==> src/rtl/systolic_tile_sequencer.sv <==
// Sequences one matrix-tile job through a ROWS x COLS systolic array:
// skewed operand feed, pipeline drain, then handshaked result-row readout.
module systolic_tile_sequencer #(
   parameter int ROWS = 2,
   parameter int COLS = 2,
   parameter int KW   = 8
) (
   input  logic                                        clk,
   input  logic                                        rst,
   input  logic                                        start,
   input  logic [KW-1:0]                               k_len,
   input  logic                                        abort,
   output logic                                        busy,
   output logic                                        done,
   output logic                                        acc_clr,
   output logic                                        feed_en,
   output logic [KW-1:0]                               feed_addr,
   output logic [ROWS-1:0]                             row_en,
   output logic                                        out_valid,
   input  logic                                        out_ready,
   output logic [((ROWS > 1) ? $clog2(ROWS) : 1)-1:0]  out_row
);

   localparam int RW    = (ROWS > 1) ? $clog2(ROWS) : 1;
   localparam int DRAIN = ROWS + COLS - 1;
   localparam int DW    = $clog2(DRAIN + 1);

   typedef enum logic [2:0] {S_IDLE, S_LOAD, S_DRAIN, S_WRITE, S_DONE} state_e;

   state_e          state_q, state_d;
   logic [KW-1:0]   k_q, k_d;
   logic [KW-1:0]   addr_q, addr_d;
   logic [DW-1:0]   drain_q, drain_d;
   logic [RW-1:0]   row_q, row_d;

   logic            busy_q, busy_d;
   logic            done_q, done_d;
   logic            acc_clr_q, acc_clr_d;
   logic            feed_en_q, feed_en_d;
   logic [KW-1:0]   feed_addr_q, feed_addr_d;
   logic [ROWS-1:0] row_en_q, row_en_d;
   logic            out_valid_q, out_valid_d;
   logic [RW-1:0]   out_row_q, out_row_d;

   logic            flush;

   assign flush = abort && (state_q != S_IDLE);

   // NOTE: sequential state uses non-blocking assignments so every register samples pre-edge values.
   always_ff @(posedge clk) begin
      if (rst) begin
         state_q     <= S_IDLE;
         k_q         <= '0;
         addr_q      <= '0;
         drain_q     <= '0;
         row_q       <= '0;
         busy_q      <= 1'b0;
         done_q      <= 1'b0;
         acc_clr_q   <= 1'b0;
         feed_en_q   <= 1'b0;
         feed_addr_q <= '0;
         row_en_q    <= '0;
         out_valid_q <= 1'b0;
         out_row_q   <= '0;
      end else begin
         state_q     <= state_d;
         k_q         <= k_d;
         addr_q      <= addr_d;
         drain_q     <= drain_d;
         row_q       <= row_d;
         busy_q      <= busy_d;
         done_q      <= done_d;
         acc_clr_q   <= acc_clr_d;
         feed_en_q   <= feed_en_d;
         feed_addr_q <= feed_addr_d;
         row_en_q    <= row_en_d;
         out_valid_q <= out_valid_d;
         out_row_q   <= out_row_d;
      end
   end

   // NOTE: every combinational output gets a default first, so no path can infer a latch.
   always_comb begin
      state_d = state_q;
      k_d     = k_q;
      addr_d  = addr_q;
      drain_d = drain_q;
      row_d   = row_q;
      if (flush) begin
         state_d = S_IDLE;
         addr_d  = '0;
         drain_d = '0;
         row_d   = '0;
      end else begin
         case (state_q)
            S_IDLE: begin
               if (start && !abort) begin
                  if (k_len != '0) begin
                     state_d = S_LOAD;
                     k_d     = k_len;
                     addr_d  = '0;
                  end else begin
                     state_d = S_DONE;
                  end
               end
            end
            S_LOAD: begin
               // Compare against k-1 so k = 2^KW-1 finishes without the index wrapping.
               if (addr_q == k_q - KW'(1)) begin
                  state_d = S_DRAIN;
                  drain_d = '0;
               end else begin
                  addr_d = addr_q + KW'(1);
               end
            end
            S_DRAIN: begin
               if (drain_q == DW'(DRAIN - 1)) begin
                  state_d = S_WRITE;
                  row_d   = '0;
               end else begin
                  drain_d = drain_q + DW'(1);
               end
            end
            S_WRITE: begin
               if (out_ready) begin
                  if (row_q == RW'(ROWS - 1)) begin
                     state_d = S_DONE;
                  end else begin
                     row_d = row_q + RW'(1);
                  end
               end
            end
            S_DONE:  state_d = S_IDLE;
            default: state_d = S_IDLE;
         endcase
      end
   end

   // Outputs are decoded from next state so they appear registered in the cycle they describe.
   always_comb begin
      busy_d      = (state_d != S_IDLE);
      done_d      = (state_d == S_DONE);
      feed_en_d   = (state_d == S_LOAD);
      acc_clr_d   = feed_en_d && (addr_d == '0);
      feed_addr_d = feed_en_d ? addr_d : '0;
      out_valid_d = (state_d == S_WRITE);
      out_row_d   = out_valid_d ? row_d : '0;
      row_en_d    = '0;
      if (!flush) begin
         row_en_d[0] = feed_en_d;
         for (int r = 1; r < ROWS; r++) begin
            row_en_d[r] = row_en_q[r-1];
         end
      end
   end

   assign busy      = busy_q;
   assign done      = done_q;
   assign acc_clr   = acc_clr_q;
   assign feed_en   = feed_en_q;
   assign feed_addr = feed_addr_q;
   assign row_en    = row_en_q;
   assign out_valid = out_valid_q;
   assign out_row   = out_row_q;

endmodule

==> config.mk <==
export PLATFORM = sky130hd
export DESIGN_NAME = systolic_tile_sequencer
export DESIGN_NICKNAME = d
export VERILOG_FILES = /design/src/rtl/systolic_tile_sequencer.sv
export SDC_FILE = /design/constraint.sdc
export NUM_CORES = 1
export LEC_CHECK = 0
export ABC_CLOCK_PERIOD_IN_PS = 2750
export CAP_MARGIN = 30
export CORE_MARGIN = 8
export CORE_UTILIZATION = 50
export CTS_BUF_LIST = sky130_fd_sc_hd__clkbuf_4
export CTS_CLUSTER_DIAMETER = 40
export DETAILED_ROUTE_END_ITERATION = 7
export GPL_TIMING_DRIVEN = 0
export HOLD_SLACK_MARGIN = 0.06
export PLACE_DENSITY = 0.85
export SETUP_SLACK_MARGIN = 0.05
export SLEW_MARGIN = 20
export SYNTH_ARGS = -nofsm -noshare
export SYNTH_HDL_FRONTEND = slang
export SYNTH_SLANG_ARGS = --single-unit
export TNS_END_PERCENT = 1
==> constraint.sdc <==
create_clock -name clk -period 2.75 [get_ports clk]
set_clock_uncertainty 0.05 [all_clocks]
set_input_delay 0.275 -clock clk [delete_from_list [all_inputs] [get_ports clk]]
set_output_delay 0.275 -clock clk [all_outputs]
set_load 0.01 [all_outputs]
==> reports/qor.txt <==
Yosys cell types: 53
Hold Path Class: register to register
total CTS buffers: 5
Final Hold Slack: 382.1 ps
area leader, netlist: dfxtp_1
gr busiest metal: met2
WL per Instance: 15.50 microns
Max-slew headroom: 66.00%
CP startpoint: k_q[0]
DR pass1 iterations: 5
Area Growth Syn to Fin: 27.61%
first-pass GRT wire length: 7631 microns
Remaining DRCs: 0
Die Width: 78.50 microns
FF+latch area: 768.2 sq um
WP data required: 2940 ps
Synth Register Bits: 38
YS warnings: 0
Synth Instances: 227
Worst R2R Path Depth: 13
clock root buffer: clkbuf_4
Synth async-reset ratio: 0%
Worst Setup EP: acc_clr
minimum clock period: 2682 ps
Power Dens Cells: 512.1 nW/um^2
Num Clock Sinks: 38
clk buf depth: 2
crit path launch type: register
final slew viol count: 0
Tcrit/Tclk final: 97.54%
Fillers: 313
CP arrival: 2870 ps
initial antenna violation count: 0
GR Overflow Total: 0
EDFF count, synth: 0
critical path peak fanout: 8
CP endpoint kind: register
# rows: 22
via count: 1860
gr usage total: 14.95%
met3 Track Usage GR: 3.872%
most common cell in the netlist: dfxtp_1
Synth area leaders: dfxtp_1 39%, nor2_1 6.5%, mux2i_1 4.1%
largest net degree at the start of global routing: 12
static leakage: 0.9396 nW
final net count: 288
Ports: 29
DP Wirelength: 3380 microns
R2R Path Start: k_q[0]
Clk Latency, worst-skew pair: 340 ps
reg-to-reg endpoint: acc_clr
layout cells sized above 1: 15.07%
Avg Inst Size Synth: 8.604 sq um
port bufs: 28
run status: finished clean
Die ar.: 6162 sq um
Fin. Hold Viols: 0
reg2reg setup slack: 70 ps
total wire length: 4960 microns
Setup-failing EPs final: 0
ys flop type: dfxtp_1
area of the core: 3716 sq um
n_diodes: 0
clock tree from TritonCTS: built
RSZ-0062 raised after global routing: no
die height: 78.50 microns
htree depth: 2
top cell type's share of synthesized area: 38.95%
met2 Track Usage GR: 23.86%
# Max-Cap Violations: 0
total placed cells including tap cells: 303
non-filler cells, final: 320
peak supply drop: 297.5 uV
vias in the first global route: 1643
Fmax: 372.8 MHz
Slew @ Worst Pin: 509.9 ps
Cell Area, Synth: 1953 sq um
sequential share of the synthesized area: 38.95%
Hold-fix buffers, CTS: 0
Initial Utilization: 52.56%
crit path kind: register to register
Worst-path clk slew: 110 ps
number of routed nets with antenna violations: 0
Syn Nets: 243
area occupied by multi-input gates: 1157 sq um
Synth top cells by count: 38 x dfxtp_1, 34 x nor2_1, 15 x nand2_1
met1 Use GR: 18.92%
DRT iter0 DRCs: 158
placer's final routability congestion estimate: 0.8374
Vias/cell: 5.813
sequential cells by signal, indices dropped and copies added, names as in the netlist, 2 cells and up:
name       flops
state_q        3
drain_q        2
k_q            8
row_en         2
addr_q         8
feed_addr      8
critical path, stage by stage, from the launching register on:
cell and delay (ps):
dfxtp_4 370, inv_1 50, ha_1 180, buf_4 160, o21ba_1 190, a221oi_2 290
a41oi_2 100, nor2_2 230, buf_4 150, o211a_4 160, o21ai_1 110, a41o_1 260
o2111a_1 140, and4_1 150
area by class of cell:
cell class	instances	area share, %
clock inverter	2	1.355
inverter	8	1.205
tap	48	2.410
clock buffer	5	1.506
buffer	11	2.008
timing repair buffer	38	14.26
sequential	38	30.82
multi-input combinational	170	46.44
through the flow:
stage                     cell area [sq um]  power (W)  setup TNS (ps)  utilization (%)  setup slack [ps]
after global placement                 2293  0.0008817          -281.7            61.72            -71.55
final                                  2492   0.001276               0            67.07             67.70
after floorplan                        1953  0.0007947               0                -             263.3
after detailed placement               2293  0.0008858          -898.1            61.72            -100.4
after global routing                   2492   0.001340               0            67.07             2.944
after CTS                              2369   0.001245               0            63.74             53.18
logic make-up (layout without fill, tap and decap cells):
| family | after synthesis | count (layout) | share of synthesized area (%) |
|---|---|---|---|
| multiplexers | 8 | 8 | 4.100 |
| adder cells (fa/ha/maj) | 3 | 3 | 1.922 |
| buffers and inverters | 19 | 64 | 3.908 |
| AO/OA/AOI/OAI | 48 | 48 | 19.22 |
| AND/OR/NAND/NOR | 100 | 100 | 26.97 |
| XOR/XNOR | 11 | 11 | 4.933 |
| flip-flops | 38 | 38 | 38.95 |
routing by layer:
metal | part of all wire (%) | vias up | routed length, microns
met2 | 48 | 56 | 2401
met4 | 1.8 | 0 | 89
met3 | 6.5 | 8 | 320
met5 | 0 | - | 0
met1 | 43 | 895 | 2149
li1 | - | 901 | -
power by group:
part           switching (W)  internal (W)
logic               0.000167      0.000147
clock network       0.000178      0.000184
registers          0.0000221      0.000577
cells in the final DEF, fill, tap and decap left out, types with 6 or more instances in the layout:
| cell | Yosys | routed |
|---|---|---|
| dfxtp_1 | 38 | 36 |
| nor2_1 | 34 | 33 |
| clkdlybuf4s50_1 | 0 | 28 |
| nand2_1 | 15 | 15 |
| buf_4 | 0 | 11 |
| xnor2_1 | 8 | 8 |
| mux2i_1 | 8 | 8 |
| inv_1 | 7 | 7 |
| a21oi_1 | 7 | 7 |
| clkbuf_1 | 7 | 6 |
| nor3_1 | 6 | 6 |
| nand3_1 | 6 | 6 |
repair_timing:
item                       4_1_cts  5_1_grt
setup endpoints to repair       12       14
setup buffers                    0       10
resized for setup                3       12
pin swaps                        1       10
how the worst min path moves through the flow:
stage | end | slack (ps) | cells past startpoint | from
6_report | row_en[1] | 380 | 2 | row_en[0]
5_1_grt | row_en[1] | 400 | 2 | row_en[0]
4_1_cts | row_en[1] | 390 | 2 | row_en[0]
3_5_place_dp | row_en[1] | 370 | 2 | row_en[0]
3_3_place_gp | row_en[1] | 370 | 2 | row_en[0]
2_1_floorplan | addr_q[7] | 300 | 1 | rst
No activity file was read; power rests on OpenSTA's default activity.
